==> config.mk <==
export PLATFORM = sky130hd
export DESIGN_NAME = eeprom_test_ctrl
export DESIGN_NICKNAME = d
export VERILOG_FILES = /design/src/rtl/eeprom_test_ctrl.sv
export SDC_FILE = /design/constraint.sdc
export NUM_CORES = 1
export LEC_CHECK = 0
export CAP_MARGIN = 20
export CORE_AREA = 2 2 105 107
export DETAILED_ROUTE_END_ITERATION = 8
export DIE_AREA = 0 0 107 109
export PLACE_DENSITY = 0.57
export SLEW_MARGIN = 20
export SYNTH_ARGS = -nofsm -noshare
export SYNTH_HDL_FRONTEND = slang
export SYNTH_SLANG_ARGS = --single-unit
==> constraint.sdc <==
create_clock -name CLK -period 3.51 [get_ports CLK]
set_input_delay 0.351 -clock CLK [delete_from_list [all_inputs] [get_ports CLK]]
set_output_delay 0.351 -clock CLK [all_outputs]
set_load 0.02 [all_outputs]
==> src/rtl/eeprom_test_ctrl.sv <==
// eeprom_test_ctrl: write/read-back test sequencer driving the iic_com EEPROM byte engine.
// Define EEPROM_TEST_TIMEOUT_EN to build the per-transaction watchdog (Timeout output).
module eeprom_test_ctrl #(
  parameter int unsigned NUM_BYTES      = 8,
  parameter logic [7:0]  BASE_ADDR      = 8'h00,
  parameter logic [7:0]  DATA_XOR       = 8'hA5,
  parameter int unsigned TWR_CYCLES     = 250000,
  parameter int unsigned TIMEOUT_CYCLES = 2000000
) (
  input  logic       CLK,
  input  logic       RSTn,
  input  logic       Start,
  output logic [1:0] Start_Sig,
  output logic [7:0] Addr_Sig,
  output logic [7:0] WrData,
  input  logic [7:0] RdData,
  input  logic       Done_Sig,
  output logic       Busy,
  output logic       Pass,
  output logic       Fail,
  output logic [7:0] Err_Addr,
  output logic [7:0] Err_Data,
  output logic       Timeout
);

  typedef enum logic [2:0] {
    S_IDLE, S_WR_REQ, S_WR_WAIT, S_RD_GAP, S_RD_REQ, S_CMP, S_DONE
  } state_t;

  localparam logic [1:0]  CMD_IDLE = 2'b00;
  localparam logic [1:0]  CMD_WR   = 2'b01;
  localparam logic [1:0]  CMD_RD   = 2'b10;
  localparam logic [8:0]  LAST_IDX = 9'(NUM_BYTES - 1);
  localparam logic [23:0] TWR_LAST = 24'(TWR_CYCLES - 1);

  state_t      state_q;
  logic [1:0]  start_sig_q;
  logic [7:0]  addr_q, wrdata_q, rd_q, err_addr_q, err_data_q;
  logic        busy_q, pass_q, fail_q;
  logic [8:0]  idx_q;
  logic [23:0] dly_q;
  logic [7:0]  addr_inc;

  // Address advances with idx and wraps modulo 256 naturally.
  assign addr_inc = addr_q + 8'd1;

`ifdef EEPROM_TEST_TIMEOUT_EN
  localparam logic [23:0] WD_LAST = 24'(TIMEOUT_CYCLES - 1);
  logic [23:0] wd_q;
  logic        timeout_q;
  logic        wd_hit;

  always_ff @(posedge CLK or negedge RSTn) begin
    if (!RSTn)                                        wd_q <= '0;
    else if (state_q == S_WR_REQ || state_q == S_RD_REQ) wd_q <= wd_q + 24'd1;
    else                                              wd_q <= '0;
  end

  assign wd_hit  = (wd_q == WD_LAST);
  assign Timeout = timeout_q;
`else
  assign Timeout = 1'b0;
`endif

  // NOTE: sequential state uses non-blocking assignments so every register sees pre-edge values.
  always_ff @(posedge CLK or negedge RSTn) begin
    if (!RSTn) begin
      state_q     <= S_IDLE;
      start_sig_q <= CMD_IDLE;
      addr_q      <= '0;
      wrdata_q    <= '0;
      rd_q        <= '0;
      err_addr_q  <= '0;
      err_data_q  <= '0;
      busy_q      <= 1'b0;
      pass_q      <= 1'b0;
      fail_q      <= 1'b0;
      idx_q       <= '0;
      dly_q       <= '0;
`ifdef EEPROM_TEST_TIMEOUT_EN
      timeout_q   <= 1'b0;
`endif
    end else begin
      case (state_q)
        S_IDLE, S_DONE: begin
          if (Start) begin
            pass_q      <= 1'b0;
            fail_q      <= 1'b0;
            err_addr_q  <= '0;
            err_data_q  <= '0;
            idx_q       <= '0;
            addr_q      <= BASE_ADDR;
            wrdata_q    <= BASE_ADDR ^ DATA_XOR;
            busy_q      <= 1'b1;
            start_sig_q <= CMD_WR;
            state_q     <= S_WR_REQ;
`ifdef EEPROM_TEST_TIMEOUT_EN
            timeout_q   <= 1'b0;
`endif
          end
        end
        S_WR_REQ: begin
          if (Done_Sig) begin
            start_sig_q <= CMD_IDLE;
            dly_q       <= '0;
            state_q     <= S_WR_WAIT;
          end
`ifdef EEPROM_TEST_TIMEOUT_EN
          else if (wd_hit) begin
            start_sig_q <= CMD_IDLE;
            fail_q      <= 1'b1;
            timeout_q   <= 1'b1;
            err_addr_q  <= addr_q;
            err_data_q  <= '0;
            busy_q      <= 1'b0;
            state_q     <= S_DONE;
          end
`endif
        end
        S_WR_WAIT: begin
          if (dly_q == TWR_LAST) begin
            dly_q <= '0;
            if (idx_q == LAST_IDX) begin
              idx_q    <= '0;
              addr_q   <= BASE_ADDR;
              wrdata_q <= BASE_ADDR ^ DATA_XOR;
              state_q  <= S_RD_GAP;
            end else begin
              idx_q       <= idx_q + 9'd1;
              addr_q      <= addr_inc;
              wrdata_q    <= addr_inc ^ DATA_XOR;
              start_sig_q <= CMD_WR;
              state_q     <= S_WR_REQ;
            end
          end else begin
            dly_q <= dly_q + 24'd1;
          end
        end
        S_RD_GAP: begin
          start_sig_q <= CMD_RD;
          state_q     <= S_RD_REQ;
        end
        S_RD_REQ: begin
          if (Done_Sig) begin
            rd_q        <= RdData;
            start_sig_q <= CMD_IDLE;
            state_q     <= S_CMP;
          end
`ifdef EEPROM_TEST_TIMEOUT_EN
          else if (wd_hit) begin
            start_sig_q <= CMD_IDLE;
            fail_q      <= 1'b1;
            timeout_q   <= 1'b1;
            err_addr_q  <= addr_q;
            err_data_q  <= '0;
            busy_q      <= 1'b0;
            state_q     <= S_DONE;
          end
`endif
        end
        S_CMP: begin
          // wrdata_q still holds addr ^ DATA_XOR, i.e. the expected byte.
          if (rd_q != wrdata_q) begin
            err_addr_q <= addr_q;
            err_data_q <= rd_q;
            fail_q     <= 1'b1;
            busy_q     <= 1'b0;
            state_q    <= S_DONE;
          end else if (idx_q == LAST_IDX) begin
            pass_q  <= 1'b1;
            busy_q  <= 1'b0;
            state_q <= S_DONE;
          end else begin
            idx_q    <= idx_q + 9'd1;
            addr_q   <= addr_inc;
            wrdata_q <= addr_inc ^ DATA_XOR;
            state_q  <= S_RD_GAP;
          end
        end
        default: state_q <= S_IDLE;
      endcase
    end
  end

  assign Start_Sig = start_sig_q;
  assign Addr_Sig  = addr_q;
  assign WrData    = wrdata_q;
  assign Busy      = busy_q;
  assign Pass      = pass_q;
  assign Fail      = fail_q;
  assign Err_Addr  = err_addr_q;
  assign Err_Data  = err_data_q;

endmodule

### Word-level counts from Yosys, hierarchy flattened

Cells that the tools add are included.

| word-level totals | value |
|---|---|
| register bits after elaboration | 81 |
| logic and storage cells | 99 |
| output and inout port bits | 38 |
| input bits | 12 |

| cells by class | value |
|---|---|
| equality and inequality tests | 20 |
| reductions and logical operators | 15 |
| bitwise gates (word level) | 1 |
| add/sub/neg operators | 3 |
| mux-type cells | 48 |

Operators with widths:

| operator | number |
|---|---|
| $mux W8 | 12 |
| $mux W24 | 2 |
| $pmux W24 S2 | 1 |
| $pmux W8 S3 | 2 |
| $mux W9 | 5 |
| $pmux W8 S2 | 2 |
| $pmux W9 S3 | 1 |
| $add A24 B1 Y24 const B | 1 |
| $eq A24 B18 Y1 const B | 1 |
| $mux W3 | 6 |
| $ne A2 B2 Y1 const B | 9 |
| $pmux W3 S6 | 1 |
| $mux W2 | 5 |
| $reduce_and A5 Y1 | 2 |
| $add A9 B1 Y9 const B | 1 |
| $eq A3 B3 Y1 const B | 3 |
| $eq A9 B3 Y1 const B | 1 |
| $add A8 B1 Y8 const B | 1 |
| $ne A8 B8 Y1 | 1 |
| $pmux W2 S4 | 1 |
| $reduce_and A4 Y1 | 2 |
| $mux W1 | 7 |
| $eq A3 B2 Y1 const B | 2 |
| $pmux W1 S2 | 3 |
| 11 further kinds | 15 |

### Depth between registers and ports, before layout

| depth | value |
|---|---|
| depth after elaboration | 5 |
| depth in mapped cells | 8 |

### Worst setup path after synthesis

No wires, ideal clock.

| path | value |
|---|---|
| kind | register -> register |
| start point | register idx_q[3] |
| end point | register start_sig_q[0] (netlist: Start_Sig[0]) |
| arrival | 2,028 ps |
| path buffers | 1 |
| slack | 1,360 ps |
| period minus slack after synthesis | 2,150 ps |
| stages on the path, launching flop included | 7 |
| required time | 3,387 ps |
| cell sequence | dfrtp_1 > or4_4 > or4_4 > buf_6 > o21ai_0 > a22oi_1 > o221a_2 |

| on the way | value |
|---|---|
| cells in the longest elaborated chain, start to end | 3 |

Ends and longest elaborated chain:

| element | RTL line | source |
|---|---|---|
| from (decl) | 40 | `logic [8:0] idx_q;` |
| from (signal assigned) | 129 | `idx_q <= idx_q + 9'd1;` |
| from (signal assigned) | 174 | `idx_q <= idx_q + 9'd1;` |
| $eq A9 B3 Y1 | 123 | `if (idx_q == LAST_IDX) begin` |
| $ne A2 B2 Y1 (no line) | - |  |
| $reduce_and A5 Y1 (no line) | - |  |
| to (signal assigned) | 132 | `start_sig_q <= CMD_WR;` |
| to (signal assigned) | 140 | `start_sig_q <= CMD_RD;` |
| to (signal assigned) | 146 | `start_sig_q <= CMD_IDLE;` |
| to (decl) | 37 | `logic [1:0] start_sig_q;` |

Every way passes these cells.
A chain may end at the register's enable or synchronous reset.

### Worst setup path after layout

| path | value |
|---|---|
| start point | register dly_q[20] |
| end point | register idx_q[7] |

| on the way | value |
|---|---|
| cells in the longest elaborated chain, start to end | 3 |

Ends and longest elaborated chain:

| element | RTL line | source |
|---|---|---|
| from (decl) | 41 | `logic [23:0] dly_q;` |
| from (signal assigned) | 136 | `dly_q <= dly_q + 24'd1;` |
| $eq A24 B18 Y1 | 121 | `if (dly_q == TWR_LAST) begin` |
| $ne A2 B2 Y1 (no line) | - |  |
| $reduce_and A5 Y1 (no line) | - |  |

Every way passes these cells.

==> results.toml <==
[run_status]
status = "complete, but fails checks"
violations = "hold timing"

[logic_synthesis]
yosysWarningCount = 0
ys_async_sr_fraction_pct = 100
syn_area_per_cell_um2 = 9.59
synth-edff-count = 0
ys.flop_type = "dfrtp_1"
syn-num-nets = 453
netlist_area_mm2 = 0.00420
yosys_register_bits = 77
synthDistinctLibCells = 65
netlist_instances = 438
seq_area_frac_synth_pct = 45.9

[cts]
clkLatencyLatePin_ns = 0.36
clk_pin_slew_ns = 0.10
postCtsHoldBufs = 0
cts_max_level = 3
cts_max_path_buffers = 2
post_cts_buffers = 0
cts-root-buf = "clkbuf_8"
cts_made_buffers = 9
cts.sinks = 77
cts_tree = "done"
ctsResizeCount = 0

[power]
p_seq_share_pct = 40.0
clkPwrFrac_pct = 20.6
p_int_mw = 1.90
powerDensity_mw_per_mm2 = 664
switchingPower_mw = 1.38
p_comb_share_pct = 39.4
p_leak_nw = 1.97
switching_share_pct = 42.0
peakVddDrop_mv = 0.252

[floorplan]
die-area_mm2 = 0.0117
die_w_um = 107
core_area_mm2 = 0.0106
io_pins = 50
die_h_um = 109
initial_utilization_pct = 39.6
rows = 38

[worst_setup_path]
critPathRequiredTime_ns = 3.79
crit_slowest_cell = "or4_4"
crit_path_end_kind = "flip-flop"
rr_worst_depth = 5
path_buf_inv = 0
cp-start-kind = "flip-flop"
cp_slowest_stage_delay_ns = 0.59
timing.rr.end = "idx_q[7]"
critPathMaxFanout = 14
path_delay_family = "simple AND/OR/NAND/NOR gates"
r2r-start = "dly_q[20]"
crit_type = "reg2reg"
worstPathArrival_ns = 2.80
r2r_slack_ns = 0.99
path_cells = "or4_4 -> o41ai_4 -> nand3_2 -> a2111oi_2 -> mux2i_1"

[sta]
setup_viol = 0
rsz0062_at_grt = "no"
worst_pin_slew_ns = 0.977
min_period_ns = 2.52
relSlewSlack_pct = 34.8
finalHoldViolations = 3
tns_ns = 0
hold_slack_ns = -0.00118
period_share_pct = 71.8
drv_slew = 0
max_freq_mhz = 397
fin_worst_skew_ns = 0.0148

[grt]
grt_max_degree = 78
antenna_found_initial = 0
grt_pass1_vias = 3306
grt-ovfl-total = 0
grt_pass1_wl_mm = 17.5
grt_util_all_layers_pct = 18.9

[detailed_routing]
wirelength_mm = 10.3
top_layer = "met4"
wl_met3_um = 288
wl_met2_mm = 4.93
drtPass1Iterations = 4
ant_nets = 0
drc = 0
vias_per_cell = 5.54
initialDrtViolationCount = 199
num_vias = 3443
met1Wirelength_mm = 5.01
drt-wirelength-per-cell_um = 16.5

[finish]
nets = 491
drive_gt1_share_pct = 10.6
final_common_cell = "dfrtp_1"
area_delta_synth_final_pct = 17.6
layoutNonFillerInstCount = 621
final_cell_mix = "dfrtp_1 (77), nand2_1 (59), o21ai_0 (48)"
n_antenna_cell = 0

[place]
gp_congestion = 0.783
io_buffers = 48
dp.cells = 605
dp_hpwl_mm = 7.04

[worst_hold_path]
hp-class = "in2async"

[flow_run]
max_cap_violations = 0
-- metrics by stage --
stage          cell area [um^2]  setup WS [ns]  total power [mW]  utilization, %
2_1_floorplan              4200           1.36              2.19               -
6_report                   4940          0.991              3.28            46.6
3_3_place_gp               4750           1.04              2.60            44.8
4_1_cts                    4940          0.984              3.30            46.6
5_1_grt                    4940          0.844              3.52            46.6
3_5_place_dp               4750           1.01              2.63            44.8
-- per-layer routing --
layer,track usage [%],vias up
met3,2.69,2
met4,5.29,0
met5,0,-
met1,27.1,1686
li1,-,1698
met2,30.1,57
-- state kept, by name, summed over array words and instances, names as in the netlist --
name / cells
state_q: 3
dly_q: 24
Pass: 1
WrData: 4
Busy: 1
Start_Sig: 2
Err_Addr: 8
Err_Data: 8
Addr_Sig: 8
Fail: 1
rd_q: 8
idx_q: 9
-- cells in the mapped netlist, types with 5 or more instances --
cell type	n	area, um^2
mux2i_1	9	90.1
buf_4	7	52.6
nand3_1	20	100
dfrtp_1	77	1930
nor3_1	10	50.1
o21ai_0	48	240
nand4_1	12	75.1
inv_1	7	26.3
o22ai_1	5	31.3
nor2_1	14	52.6
nand2b_1	8	50.1
and3_1	7	43.8
xnor2_1	9	78.8
a21oi_1	16	80.1
a21o_1	11	82.6
o21bai_1	8	60.1
nand2_1	59	221
mux2_2	8	90.1
clkbuf_1	14	52.6
a31oi_1	8	50.1
-- logic make-up (layout without fill, tap and decap cells) --
family	Yosys count	in the layout	share of synthesized area [%]
AND/OR/NAND/NOR	161	161	20.7
AO/OA/AOI/OAI	137	137	22.0
flip-flops	77	77	45.9
buffers and inverters	32	75	3.99
multiplexers	17	17	4.29
XOR/XNOR	10	10	2.09
adder cells (fa/ha/maj)	3	3	0.894
other	1	1	0.0893
-- how the worst max path moves through the flow --
stage / start / end / slack [ns] / cells past startpoint
after floorplan: idx_q[3] / Start_Sig[0] / 1.36 / 6
after CTS: dly_q[20] / idx_q[7] / 0.98 / 5
final: dly_q[20] / idx_q[7] / 0.99 / 5
after global routing: state_q[2] / Addr_Sig[7] / 0.84 / 5
after global placement: dly_q[20] / idx_q[7] / 1.04 / 5
after detailed placement: dly_q[20] / idx_q[7] / 1.01 / 5
-- final cells by class --
| cell class | count | area [um^2] |
|---|---|---|
| Tap cell | 140 | 175 |
| Multi-Input combinational cell | 329 | 2110 |
| Sequential cell | 77 | 1930 |
| Clock buffer | 10 | 138 |
| Fill cell | 1012 | 5660 |
| Inverter | 7 | 26.3 |
| Clock inverter | 6 | 52.6 |
| Timing Repair Buffer | 52 | 512 |
-- power by group through the flow --
stage	clock, mW	combinational, mW	sequential [mW]
finish	0.674	1.29	1.31
global route	0.728	1.44	1.35
CTS	0.688	1.31	1.31
detailed placement	0	1.30	1.32
global placement	0	1.28	1.32
floorplan	0	0.862	1.33
No activity file was read; power rests on OpenSTA's default activity.
